==> config.mk <==
export PLATFORM = sky130hd
export DESIGN_NAME = noc_eject_unit
export DESIGN_NICKNAME = d
export VERILOG_FILES = /design/src/rtl/noc_pkg.sv /design/src/rtl/noc_sync_fifo.sv /design/src/rtl/noc_eject_unit.sv
export SDC_FILE = /design/constraint.sdc
export NUM_CORES = 1
export LEC_CHECK = 0
export ABC_CLOCK_PERIOD_IN_PS = 3300
export BUFFER_PORTS_ARGS = -buffer_cell sky130_fd_sc_hd__clkbuf_2
export CAP_MARGIN = 20
export CELL_PAD_IN_SITES_DETAIL_PLACEMENT = 1
export CELL_PAD_IN_SITES_GLOBAL_PLACEMENT = 1
export CORE_MARGIN = 10
export CORE_UTILIZATION = 29
export CTS_CLUSTER_SIZE = 40
export DETAILED_ROUTE_END_ITERATION = 12
export PLACE_DENSITY = 0.64
export SLEW_MARGIN = 20
export SYNTH_ARGS = -nofsm -noshare
export SYNTH_HDL_FRONTEND = slang
export SYNTH_HIERARCHICAL = 1
export SYNTH_SLANG_ARGS = --single-unit
==> constraint.sdc <==
create_clock -name clock -period 3.3 [get_ports clock]
set_clock_uncertainty 0.2 [all_clocks]
set_input_delay 0.495 -clock clock [delete_from_list [all_inputs] [get_ports clock]]
set_output_delay 0.495 -clock clock [all_outputs]
set_load 0.01 [all_outputs]
==> src/rtl/noc_pkg.sv <==
// Shared NoC definitions: flit type codes, head/payload field positions and the eject FSM states.
package noc_pkg;

  localparam int NOC_FLIT_W = 16;
  localparam int NODE_W     = 2;
  localparam int LEN_W      = 4;
  localparam int PAYLOAD_W  = 14;
  localparam int CSUM_W     = 6;

  localparam int TYPE_HI = 15;
  localparam int TYPE_LO = 14;
  localparam int SRC_HI  = 13;
  localparam int SRC_LO  = 12;
  localparam int DST_HI  = 11;
  localparam int DST_LO  = 10;
  localparam int LEN_HI  = 9;
  localparam int LEN_LO  = 6;
  localparam int CSUM_HI = 5;
  localparam int CSUM_LO = 0;

  typedef enum logic [1:0] {
    FT_IDLE = 2'b00,
    FT_HEAD = 2'b01,
    FT_BODY = 2'b10,
    FT_TAIL = 2'b11
  } flit_type_e;

  typedef enum logic [1:0] {
    ST_IDLE = 2'd0,
    ST_RECV = 2'd1,
    ST_DROP = 2'd2
  } eject_state_e;

  function automatic flit_type_e flit_type(input logic [NOC_FLIT_W-1:0] f);
    return flit_type_e'(f[TYPE_HI:TYPE_LO]);
  endfunction

endpackage

==> src/rtl/noc_sync_fifo.sv <==
// Single-clock FIFO with combinational head output; DEPTH must be a power of two so pointers wrap naturally.
module noc_sync_fifo #(
  parameter int WIDTH = 14,
  parameter int DEPTH = 4
) (
  input  logic                     clock,
  input  logic                     reset,
  input  logic                     push,
  input  logic                     pop,
  input  logic [WIDTH-1:0]         wdata,
  output logic [WIDTH-1:0]         rdata,
  output logic                     full,
  output logic                     empty,
  output logic [$clog2(DEPTH):0]   count
);

  localparam int AW = $clog2(DEPTH);

  logic [WIDTH-1:0] mem_q [DEPTH];
  logic [AW-1:0]    wr_ptr_q, rd_ptr_q;
  logic [AW:0]      count_q;
  logic             do_push, do_pop;

  assign do_push = push && !full;
  assign do_pop  = pop && !empty;

  always_ff @(posedge clock) begin
    if (reset) begin
      wr_ptr_q <= '0;
      rd_ptr_q <= '0;
      count_q  <= '0;
    end else begin
      if (do_push) wr_ptr_q <= wr_ptr_q + 1'b1;
      if (do_pop)  rd_ptr_q <= rd_ptr_q + 1'b1;
      case ({do_push, do_pop})
        2'b10:   count_q <= count_q + 1'b1;
        2'b01:   count_q <= count_q - 1'b1;
        default: count_q <= count_q;
      endcase
    end
  end

  // Storage carries no reset so it can map onto distributed RAM.
  always_ff @(posedge clock) begin
    if (do_push) mem_q[wr_ptr_q] <= wdata;
  end

  assign rdata = mem_q[rd_ptr_q];
  assign full  = (count_q == (AW+1)'(DEPTH));
  assign empty = (count_q == '0);
  assign count = count_q;

endmodule

==> src/rtl/noc_eject_unit.sv <==
// Mesh node receive port: filters by destination, reassembles payload into a FIFO, reports packet status.
// Optional build macro NOC_EJECT_CHECKSUM_EN enables the head [5:0] XOR checksum check at a good tail.
module noc_eject_unit
  import noc_pkg::*;
#(
  parameter int NODE_ID    = 0,
  parameter int FLIT_W     = 16,
  parameter int FIFO_DEPTH = 4
) (
  input  logic                 clock,
  input  logic                 reset,
  input  logic [FLIT_W-1:0]    in_flit,
  input  logic                 in_valid,
  output logic                 in_ready,
  output logic [PAYLOAD_W-1:0] rx_data,
  output logic                 rx_valid,
  input  logic                 rx_ready,
  output logic                 pkt_done,
  output logic [NODE_W-1:0]    pkt_src,
  output logic [LEN_W-1:0]     pkt_len,
  output logic                 pkt_err,
  output logic                 ready
);

  eject_state_e state_q, state_d;

  logic [NODE_W-1:0] rsrc_q, rsrc_d;
  logic [LEN_W-1:0]  rlen_q, rlen_d;
  logic [LEN_W-1:0]  cnt_q, cnt_d, cnt_inc;
  logic              done_q, done_d;
  logic [NODE_W-1:0] src_q, src_d;
  logic [LEN_W-1:0]  len_q, len_d;
  logic              err_q, err_d;

  logic                          accept, push, fifo_full, fifo_empty, csum_bad;
  logic [$clog2(FIFO_DEPTH):0]   fifo_count;
  flit_type_e                    ftype;
  logic [NODE_W-1:0]             f_src, f_dst;
  logic [LEN_W-1:0]              f_len;
  logic [PAYLOAD_W-1:0]          f_pay;
  logic                          dst_hit;

  assign ftype   = flit_type(in_flit);
  assign f_src   = in_flit[SRC_HI:SRC_LO];
  assign f_dst   = in_flit[DST_HI:DST_LO];
  assign f_len   = in_flit[LEN_HI:LEN_LO];
  assign f_pay   = in_flit[PAYLOAD_W-1:0];
  assign dst_hit = (f_dst == NODE_W'(NODE_ID));
  assign cnt_inc = cnt_q + 1'b1;

  // DROP swallows the rest of a packet regardless of FIFO space.
  assign in_ready = (state_q == ST_DROP) ? 1'b1 : !fifo_full;
  assign accept   = in_valid && in_ready;

  always_ff @(posedge clock) begin
    if (reset) state_q <= ST_IDLE;
    else       state_q <= state_d;
  end

  always_comb begin
    state_d = state_q;
    if (accept) begin
      case (state_q)
        ST_IDLE: begin
          if (ftype == FT_HEAD && f_len != '0) state_d = dst_hit ? ST_RECV : ST_DROP;
        end
        ST_RECV: begin
          if (ftype == FT_BODY && cnt_inc == rlen_q)        state_d = ST_DROP;
          else if (ftype == FT_TAIL || ftype == FT_HEAD)   state_d = ST_IDLE;
        end
        ST_DROP: begin
          if (ftype == FT_TAIL) state_d = ST_IDLE;
        end
        default: state_d = ST_IDLE;
      endcase
    end
  end

  always_comb begin
    push   = 1'b0;
    done_d = 1'b0;
    src_d  = src_q;
    len_d  = len_q;
    err_d  = err_q;
    rsrc_d = rsrc_q;
    rlen_d = rlen_q;
    cnt_d  = cnt_q;
    if (accept) begin
      case (state_q)
        ST_IDLE: begin
          if (ftype == FT_HEAD) begin
            rsrc_d = f_src;
            rlen_d = f_len;
            cnt_d  = '0;
            if (f_len == '0) begin
              done_d = 1'b1;
              src_d  = f_src;
              len_d  = '0;
              err_d  = !dst_hit;
            end
          end
        end
        ST_RECV: begin
          if (ftype == FT_BODY && cnt_inc != rlen_q) begin
            push  = 1'b1;
            cnt_d = cnt_inc;
          end else if (ftype == FT_TAIL) begin
            push   = 1'b1;
            done_d = 1'b1;
            src_d  = rsrc_q;
            if (cnt_inc == rlen_q) begin
              len_d = rlen_q;
              err_d = csum_bad;
            end else begin
              len_d = cnt_inc;
              err_d = 1'b1;
            end
          end else if (ftype == FT_HEAD) begin
            done_d = 1'b1;
            src_d  = rsrc_q;
            len_d  = cnt_q;
            err_d  = 1'b1;
          end
        end
        ST_DROP: begin
          if (ftype == FT_TAIL) begin
            done_d = 1'b1;
            src_d  = rsrc_q;
            len_d  = '0;
            err_d  = 1'b1;
          end
        end
        default: ;
      endcase
    end
  end

  always_ff @(posedge clock) begin
    if (reset) begin
      rsrc_q <= '0;
      rlen_q <= '0;
      cnt_q  <= '0;
      done_q <= 1'b0;
      src_q  <= '0;
      len_q  <= '0;
      err_q  <= 1'b0;
    end else begin
      rsrc_q <= rsrc_d;
      rlen_q <= rlen_d;
      cnt_q  <= cnt_d;
      done_q <= done_d;
      src_q  <= src_d;
      len_q  <= len_d;
      err_q  <= err_d;
    end
  end

`ifdef NOC_EJECT_CHECKSUM_EN
  logic [CSUM_W-1:0] csum_exp_q, csum_exp_d, csum_acc_q, csum_acc_d;

  always_comb begin
    csum_exp_d = csum_exp_q;
    csum_acc_d = csum_acc_q;
    if (accept && state_q == ST_IDLE && ftype == FT_HEAD) begin
      csum_exp_d = in_flit[CSUM_HI:CSUM_LO];
      csum_acc_d = '0;
    end else if (push) begin
      csum_acc_d = csum_acc_q ^ f_pay[CSUM_W-1:0];
    end
  end

  always_ff @(posedge clock) begin
    if (reset) begin
      csum_exp_q <= '0;
      csum_acc_q <= '0;
    end else begin
      csum_exp_q <= csum_exp_d;
      csum_acc_q <= csum_acc_d;
    end
  end

  // The tail's own payload is folded in combinationally when the verdict is taken.
  assign csum_bad = ((csum_acc_q ^ f_pay[CSUM_W-1:0]) != csum_exp_q);
`else
  assign csum_bad = 1'b0;
`endif

  noc_sync_fifo #(
    .WIDTH (PAYLOAD_W),
    .DEPTH (FIFO_DEPTH)
  ) u_fifo (
    .clock (clock),
    .reset (reset),
    .push  (push),
    .pop   (rx_ready),
    .wdata (f_pay),
    .rdata (rx_data),
    .full  (fifo_full),
    .empty (fifo_empty),
    .count (fifo_count)
  );

  assign rx_valid = !fifo_empty;
  assign pkt_done = done_q;
  assign pkt_src  = src_q;
  assign pkt_len  = len_q;
  assign pkt_err  = err_q;
  assign ready    = (state_q == ST_IDLE) && (fifo_count == '0);

endmodule

# == Word-level counts from Yosys, hierarchy flattened ==
# Memory sizes are Yosys's and may differ from the RTL's. A register that Yosys moved wholly into a read port is not among the register bits.
# Cells that the tools add are included.
# op_classes
n_addsub,5
eq_ne,18
muxes,48
bitwise_logic,1
n_reduce_logical,24
# ops
cell,n
two-way mux 4 bit,9
two-way mux 2 bit,13
two-way mux 1 bit,19
one-hot mux 2 bit (3 select lines),2
one-hot mux 4 bit (3 select lines),1
inequality test 2 bit (second input constant),5
equality test 2 bit (second input constant),4
one-hot mux 4 bit (2 select lines),1
AND reduction 4 bit,2
logical AND 1 bit,7
AND reduction 7 bit,1
equality test 2 x 1 -> 1 bit (second input constant),3
inequality test 3 bit (second input constant),2
one-hot mux 1 bit (3 select lines),2
one-hot mux 3 bit (2 select lines),1
adder 2 x 1 -> 2 bit (second input constant),2
adder 4 x 1 -> 4 bit (second input constant),1
equality test 4 bit,1
logical NOT 2 bit,2
logical NOT 4 bit,1
inequality test 4 bit,1
nonzero test 2 bit,2
nonzero test 4 bit,1
adder 3 x 1 -> 3 bit (second input constant),1
10 further kinds,12
# totals
register_bits,27
mem_bits_rw,56
output_inout_bits,25
elab_cells,108
memories,1
# memory_table
memory,depth,word_bits,read_ports,rd_ports_with_merged_regs,write_ports,line_no,text
u_fifo.mem_q,4,14,1,1,1,noc_sync_fifo.sv:19,logic [WIDTH-1:0] mem_q [DEPTH];

# == Depth between registers and ports, before layout ==
# Gate-level depths: netlist of the first run.
# depth
depth_word,9
ltp_mapped,15

# == Modules after synthesis ==
# The synthesis of the first run kept the hierarchy.
# by_module_without_submodules
module,instances,cells_per_inst,area_each_um2
noc_sync_fifo,1,127,2528.7
noc_eject_unit,1,141,1236.2

# == Least setup slack after synthesis of the first run ==
# OpenSTA, ideal clock, no wires.
# synth_timing
kind,register to register
from,register cnt_q[0]
to,register u_fifo.count_q[2] (netlist: u_fifo/count[2])
arrival_ns,2.675
t_required_ns,3.030
slack_ns,0.355
stages_incl_launch_ff,16
path_buffers,0
period_less_slack_ns,2.945
cell_sequence,dfxtp_1 -> ha_1 -> xor2_1 -> nor3_4 -> nand2_1 -> nor2_1 -> nor3_1 -> inv_1 -> nor2_1 -> inv_1 -> ha_1 -> inv_1 -> fa_1 -> xor2_1 -> or3_1 -> a21oi_1
# synth_via
elab_chain_cells,9
elab_cells_between_ends,11
# synth_rtl
item,line_no,text
start: declaration,noc_eject_unit.sv:29,"logic [LEN_W-1:0] cnt_q, cnt_d, cnt_inc;"
start signal: assignment,noc_eject_unit.sv:150,cnt_q <= cnt_d;
adder 4 x 1 -> 4 bit (*),noc_eject_unit.sv:49,assign cnt_inc = cnt_q + 1'b1;
inequality test 4 bit (*),noc_eject_unit.sv:104,if (ftype == FT_BODY && cnt_inc != rlen_q) begin
logical AND 1 bit (*),noc_eject_unit.sv:104,
two-way mux 1 bit (*),noc_eject_unit.sv:104,
two-way mux 1 bit (*),noc_eject_unit.sv:89,case (state_q)
two-way mux 1 bit (*),noc_eject_unit.sv:88,if (accept) begin
via push,noc_eject_unit.sv:35,"logic accept, push, fifo_full, fifo_empty, csum_bad;"
logical AND 1 bit (*),noc_sync_fifo.sv:24,assign do_push = push && !full;
equality test 2 x 1 -> 1 bit / equality test 2 bit (equally long branches),noc_sync_fifo.sv:35,"case ({do_push, do_pop})"
one-hot mux 3 bit (2 select lines) / nonzero test 2 bit (equally long branches),--,
end signal: assignment,noc_sync_fifo.sv:36,2'b10: count_q <= count_q + 1'b1;
end signal: assignment,noc_sync_fifo.sv:37,2'b01: count_q <= count_q - 1'b1;
end signal: assignment,noc_sync_fifo.sv:38,default: count_q <= count_q;
end: declaration,noc_sync_fifo.sv:21,logic [AW:0] count_q;
# Mark *: on every way through the listed nets, which the timed path passes. The rest lies on a longest branch.
# A chain may end at the register's enable or synchronous reset.

# == Worst setup path after layout of the first run ==
# Same ends and word-level chain as after synthesis.

==> impl_metrics.yaml, run 1 <==
outcome:
  outcome: "completed"
power_and_ir_drop:
  p_per_area_nw_per_um2: 517
  p_switching_mw: 0.542
  switching_share_pct: 23.2
  p_total_mw: 2.34
  p_comb_share_pct: 6.6
  power_leakage_nw: 1.60
  ir_drop_mv: 0.224
  clkPwrFrac_pct: 44.3
  sequentialPowerShare_pct: 49.0
  intPower_mw: 1.80
route:
  drt-vias-per-instance: 4.79
  drt-pass1-iter-count: 4
  wire_per_inst_um: 17.7
  wl_mm: 8.82
  drtAntennaViolNets: 0
  drt_iter0_drc: 107
  vias: 2388
  drc: 0
timing:
  fin_crit_ns: 3.10
  fin_crit_sh_pct: 93.8
  hold_viol: 0
  setup_tns_ns: 0
  rsz0062_at_grt: "no"
  slew_violations: 0
  max_slew_margin_pct: 51.4
  setup_viol: 0
  fmax_mhz: 323
  tightest_slew_ns: 0.723
place:
  dp.cells: 482
  place.gp.congestion: 0.814
  io_buffers: 44
  place_hpwl_mm: 6.18
layout:
  drive_above_1_share_pct: 28.7
  final_common_cell: "edfxtp_1"
  antennaDiodeCount: 0
  final_cell_mix: "edfxtp_1, clkbuf_2, dfxtp_1"
  fin_cells: 499
  nets: 353
  fillCellCount: 1364
  syn_to_final_growth_pct: 20.2
floorplanning:
  start_util_pct: 29.7
  die_h_um: 134
  rows: 41
  core_um2: 12700
  die_w_um: 134
  ios: 45
  dieArea_um2: 17900
yosys:
  ys_seq_elements: 85
  ys_async_sr_fraction_pct: 0
  synth_edf_count: 56
  synth_area_um2: 3760
  avgSynthCellArea_um2: 14.0
  syn_nets: 299
  yosys_warnings: 6
  synth_top_area_cell: "edfxtp_1"
  yosys.area.top_type_share_pct: 44.7
  ys_seq_area_share_pct: 60.1
  ys_top_cells_by_area: "edfxtp_1, dfxtp_1, mux4_2, ha_1, mux2i_1"
  synthCells: 268
  ys_types: 51
  synth_flop_cell: "edfxtp_1"
setup_path:
  worstPathMaxFanout: 6
  crit_path_frequent_cell: "inv_1"
  critical_path_arrival_ns: 3.16
  max_stage_delay_ns: 0.39
  crit_required_ns: 3.36
  endpoint_kind: "flip-flop"
  cp_cell_sequence: "ha_4, xor3_2, nor3_4, nand2_2, nor2_1, nor3_1, inv_1, nor2_2, inv_1, ha_1, inv_1, fa_1, xor2_1, or3_1, a21oi_1"
  critPathKind: "reg -> reg"
  start_kind: "flip-flop"
  slowest_stage: "dfxtp_4"
clock_network:
  cts_sinks: 85
  h-tree-depth: 3
  clk_pin_slew_ns: 0.07
  root_buffer: "clkbuf_16"
  cts_buffer_depth: 2
  cts_tree: "built"
  numCtsBuffers: 9
  clk_latency_ns: 0.34
  hold_buffers: 0
grt:
  globalRouteOverflowTotal: 0
  antenna_found_initial: 0
  grt_max_degree: 31
  grt_pass1_vias: 2623
  grt_pass1_wl_mm: 14.2
  track_usage_pct: 9.99
run:
  maxCapViolCount: 0
min_path:
  min_path_type: "in -> reg"
## path summary, 6_finish.rpt
kind | from | end | depth (start not counted) | slack (ns)
hold reg to reg | pkt_len[1] | pkt_len[1] | 2 | 0.28
setup reg to reg | cnt_q[0] | u_fifo/count[2] | 15 | 0.20
hold / removal | in_flit[2] | u_fifo/mem_q[0][2] | 1 | 0.18
setup / recovery | cnt_q[0] | u_fifo/count[2] | 15 | 0.20
## what timing repair did
action	4_1_cts	5_1_grt
setup endpoints to repair	0	2
buffers inserted	0	1
resized for setup	0	8
## cell usage after synthesis, drive strengths merged (2+ instances only)
| library cell | instances |
|---|---|
| xnor2 | 5 |
| nor4bb | 2 |
| nand4b | 3 |
| nand4 | 5 |
| nor2 | 20 |
| nand2 | 6 |
| a311oi | 2 |
| dfxtp | 29 |
| nand3 | 3 |
| inv | 13 |
| o21ai | 13 |
| mux4 | 14 |
| a31oi | 2 |
| xor2 | 5 |
| o211ai | 2 |
| o21a | 2 |
| nand2b | 4 |
| and2 | 7 |
| clkbuf | 3 |
| nor4 | 3 |
| ha | 10 |
| nor3b | 2 |
| buf | 8 |
| nor3 | 5 |
| a21oi | 16 |
| or3 | 4 |
| edfxtp | 56 |
| mux2i | 11 |
## layer usage
layer | global-route usage [%] | vias to the layer above | share of wire, %
met5 | 0 | - | 0
met4 | 3.02 | 0 | 1.5
met3 | 3.44 | 12 | 4.4
met2 | 16.5 | 45 | 48
met1 | 12.0 | 1198 | 46
li1 | - | 1133 | -
## power groups by stage
stage,registers (mW),clock network (mW),logic [mW]
global route,1.15,1.12,0.172
CTS,1.15,1.06,0.156
global placement,1.17,0,0.152
detailed placement,1.17,0,0.155
floorplan,1.17,0,0.0995
finish,1.15,1.04,0.155
## cell type report
cell class	instances	area, µm²	share of cell area, %
multi-input combinational	159	1390	30.7
clock inverter	7	81.3	1.80
inverter	13	48.8	1.08
tap	172	215	4.76
timing repair buffer	54	295	6.52
sequential	85	2270	50.1
clock buffer	9	225	4.98
## per-stage QoR
step / utilization, % / cell area (µm²) / worst slack, ns / hold WS [ns]
after global routing: 35.7 / 4530 / 0.0137 / 0.166
after global placement: 33.1 / 4190 / 0.183 / 0.268
after detailed placement: 33.1 / 4190 / 0.0769 / 0.278
after CTS: 35.5 / 4490 / 0.0541 / 0.173
after floorplan: - / 3760 / 0.355 / 0.259
final: 35.7 / 4530 / 0.204 / 0.180
## critical path: cells and delay by family (launching register included)
kind | cells | cell delay [ns]
AOI/OAI and AO/OA | 1 | 0.14
xor gates and xnor gates | 2 | 0.45
adders and majority gates | 3 | 0.70
buffers and inverters | 3 | 0.22
DFF | 1 | 0.39
and+or+nand+nor | 6 | 0.93
## sequential cells by signal, summed over array words and instances (netlist names), named ones only
name and cells:
u_fifo/wr_ptr_q 2, u_fifo/count 3, cnt_q 4, pkt_err 1, pkt_done 1, u_fifo/mem_q 56
rlen_q 4, state_q 2, pkt_len 4, pkt_src 2, u_fifo/rd_ptr_q 2, rsrc_q 2
## cell families (layout without fill, tap and decap cells)
| family | after synthesis | after routing | synth area share (%) |
|---|---|---|---|
| buf+inv | 24 | 83 | 3.42 |
| flops | 85 | 85 | 60.1 |
| compound gates | 44 | 44 | 7.34 |
| mux | 26 | 26 | 12.0 |
| xor+xnor | 11 | 11 | 2.99 |
| simple gates | 67 | 67 | 10.3 |
| fa+ha+maj | 11 | 11 | 3.86 |
Note: power is estimated with default switching activity, not from simulation.
==> run 2, diff against run 1 <==
- MAX_ROUTING_LAYER: default -> met4
==> run 2 against run 1 <==
Register-to-register slack about the same. Count of clock-buffer cells in the layout unchanged. Non-clock buffer count unchanged. Maximum frequency decreased by 0.11%. Sequential cell count unchanged. Combinational power about the same. First-iteration DRC count increased by 21%. Clock power about the same. Sequential share of layout area unchanged. Utilization unchanged. Final cell count unchanged. Routed wire length increased by 0.44%. Critical path type unchanged. Critical endpoint unchanged.
==> impl_metrics.yaml, run 2 (synthesized netlist as in run 1, its figures left out) <==
setup_path:
  crit_required_ns: 3.36
  regToRegSetupSlack_ns: 0.20
  cp_cell_sequence: "ha_4, xor3_2, nor3_4, nand2_2, nor2_1, nor3_1, inv_1, nor2_2, inv_1, ha_1, inv_1, fa_1, xor2_1, or3_1, a21oi_1"
  slowest_stage: "dfxtp_4"
  worstPathMaxFanout: 6
  critical_path_arrival_ns: 3.16
  start_kind: "flip-flop"
  crit_family: "simple AND/OR/NAND/NOR gates"
  critPathKind: "reg -> reg"
  crit_path_frequent_cell: "inv_1"
  max_stage_delay_ns: 0.39
  path_buf_inv: 3
  endpoint_kind: "flip-flop"
grt:
  track_usage_pct: 10.3
  grt_pass1_wl_mm: 14.2
  busiest_layer: "met2"
  antenna_found_initial: 0
  grt_max_degree: 31
  grt_use_met3_pct: 3.25
  grt_use_met1_pct: 12.0
  globalRouteOverflowTotal: 0
  grt_pass1_vias: 2617
  gr-usage-met2_pct: 16.6
route:
  drt-pass1-iter-count: 4
  drt-vias-per-instance: 4.78
  drc: 0
  wl_mm: 8.86
  wire_per_inst_um: 17.8
  drtAntennaViolNets: 0
  vias: 2386
  drt_iter0_drc: 130
timing:
  tightest_slew_ns: 0.724
  max_slew_margin_pct: 51.3
  setup_viol: 0
  hold_viol: 0
  fin_crit_sh_pct: 93.9
  fmax_mhz: 323
  rsz0062_at_grt: "no"
  slew_violations: 0
  worst_slack_ns: 0.201
  setup_tns_ns: 0
  fin_crit_ns: 3.10
  holdWs_ns: 0.180
clock_network:
  numCtsBuffers: 9
  clk_pin_slew_ns: 0.07
  cts_buffer_depth: 2
  root_buffer: "clkbuf_16"
  hold_buffers: 0
  cts_tree: "built"
  h-tree-depth: 3
  clk_latency_ns: 0.34
  cts_sinks: 85
layout:
  final_cell_mix: "edfxtp_1, clkbuf_2, dfxtp_1"
  largest_reg_flops: 56
  final_common_cell: "edfxtp_1"
  antennaDiodeCount: 0
  drive_above_1_share_pct: 28.7
  syn_to_final_growth_pct: 20.2
  nets: 353
  top_register: "u_fifo/mem_q"
power_and_ir_drop:
  ir_drop_mv: 0.224
  p_per_area_nw_per_um2: 517
  power_leakage_nw: 1.60
  p_total_mw: 2.34
min_path:
  min_path_type: "in -> reg"
place:
  place.gp.congestion: 0.826
  io_buffers: 44
  place_hpwl_mm: 6.18
  dp_slack_ns: 0.0769
floorplanning:
  ios: 45
  start_util_pct: 29.7
  die_w_um: 134
  die_h_um: 134
  dieArea_um2: 17900
  rows: 41
  core_um2: 12700
outcome:
  outcome: "completed"
run:
  maxCapViolCount: 0
==> run 2: what timing repair did <==
action                     CTS  global route
resized for setup            0             8
setup endpoints to repair    0             2
buffers inserted             0             1
==> run 2: metrics by stage <==
step	util, %	instances	instance area, µm²
finish	35.7	499	4530
detailed placement	33.1	482	4190
global placement	33.1	482	4190
floorplan	-	268	3760
global route	35.7	499	4530
CTS	35.5	498	4490
==> run 2: per-layer routing <==
metal | up-vias | wire [µm]
met3 | 12 | 354
met5 | - | 0
met4 | 0 | 139
met2 | 47 | 4310
li1 | 1131 | -
met1 | 1196 | 4050
==> run 2: report_power, final <==
part           total (mW)  internal (mW)  switching (mW)
logic               0.155         0.0594          0.0960
registers            1.15           1.14         0.00711
clock network        1.04          0.597           0.439
total                2.34           1.80           0.542
==> run 2: final timing paths <==
check                             to  depth (start not counted)  startpoint
hold reg to reg           pkt_len[1]                          2  pkt_len[1]
hold / removal    u_fifo/mem_q[0][2]                          1  in_flit[2]
setup reg to reg     u_fifo/count[2]                         15    cnt_q[0]
setup / recovery     u_fifo/count[2]                         15    cnt_q[0]
==> run 2: area by class of cell <==
cell class	count	area [µm²]
repair buffers	54	295
flip-flops and latches	85	2270
inverters	13	48.8
multi-input cells	159	1390
clock buffers	9	225
clock inverters	7	81.3
well taps	172	215
fillers	1364	8150
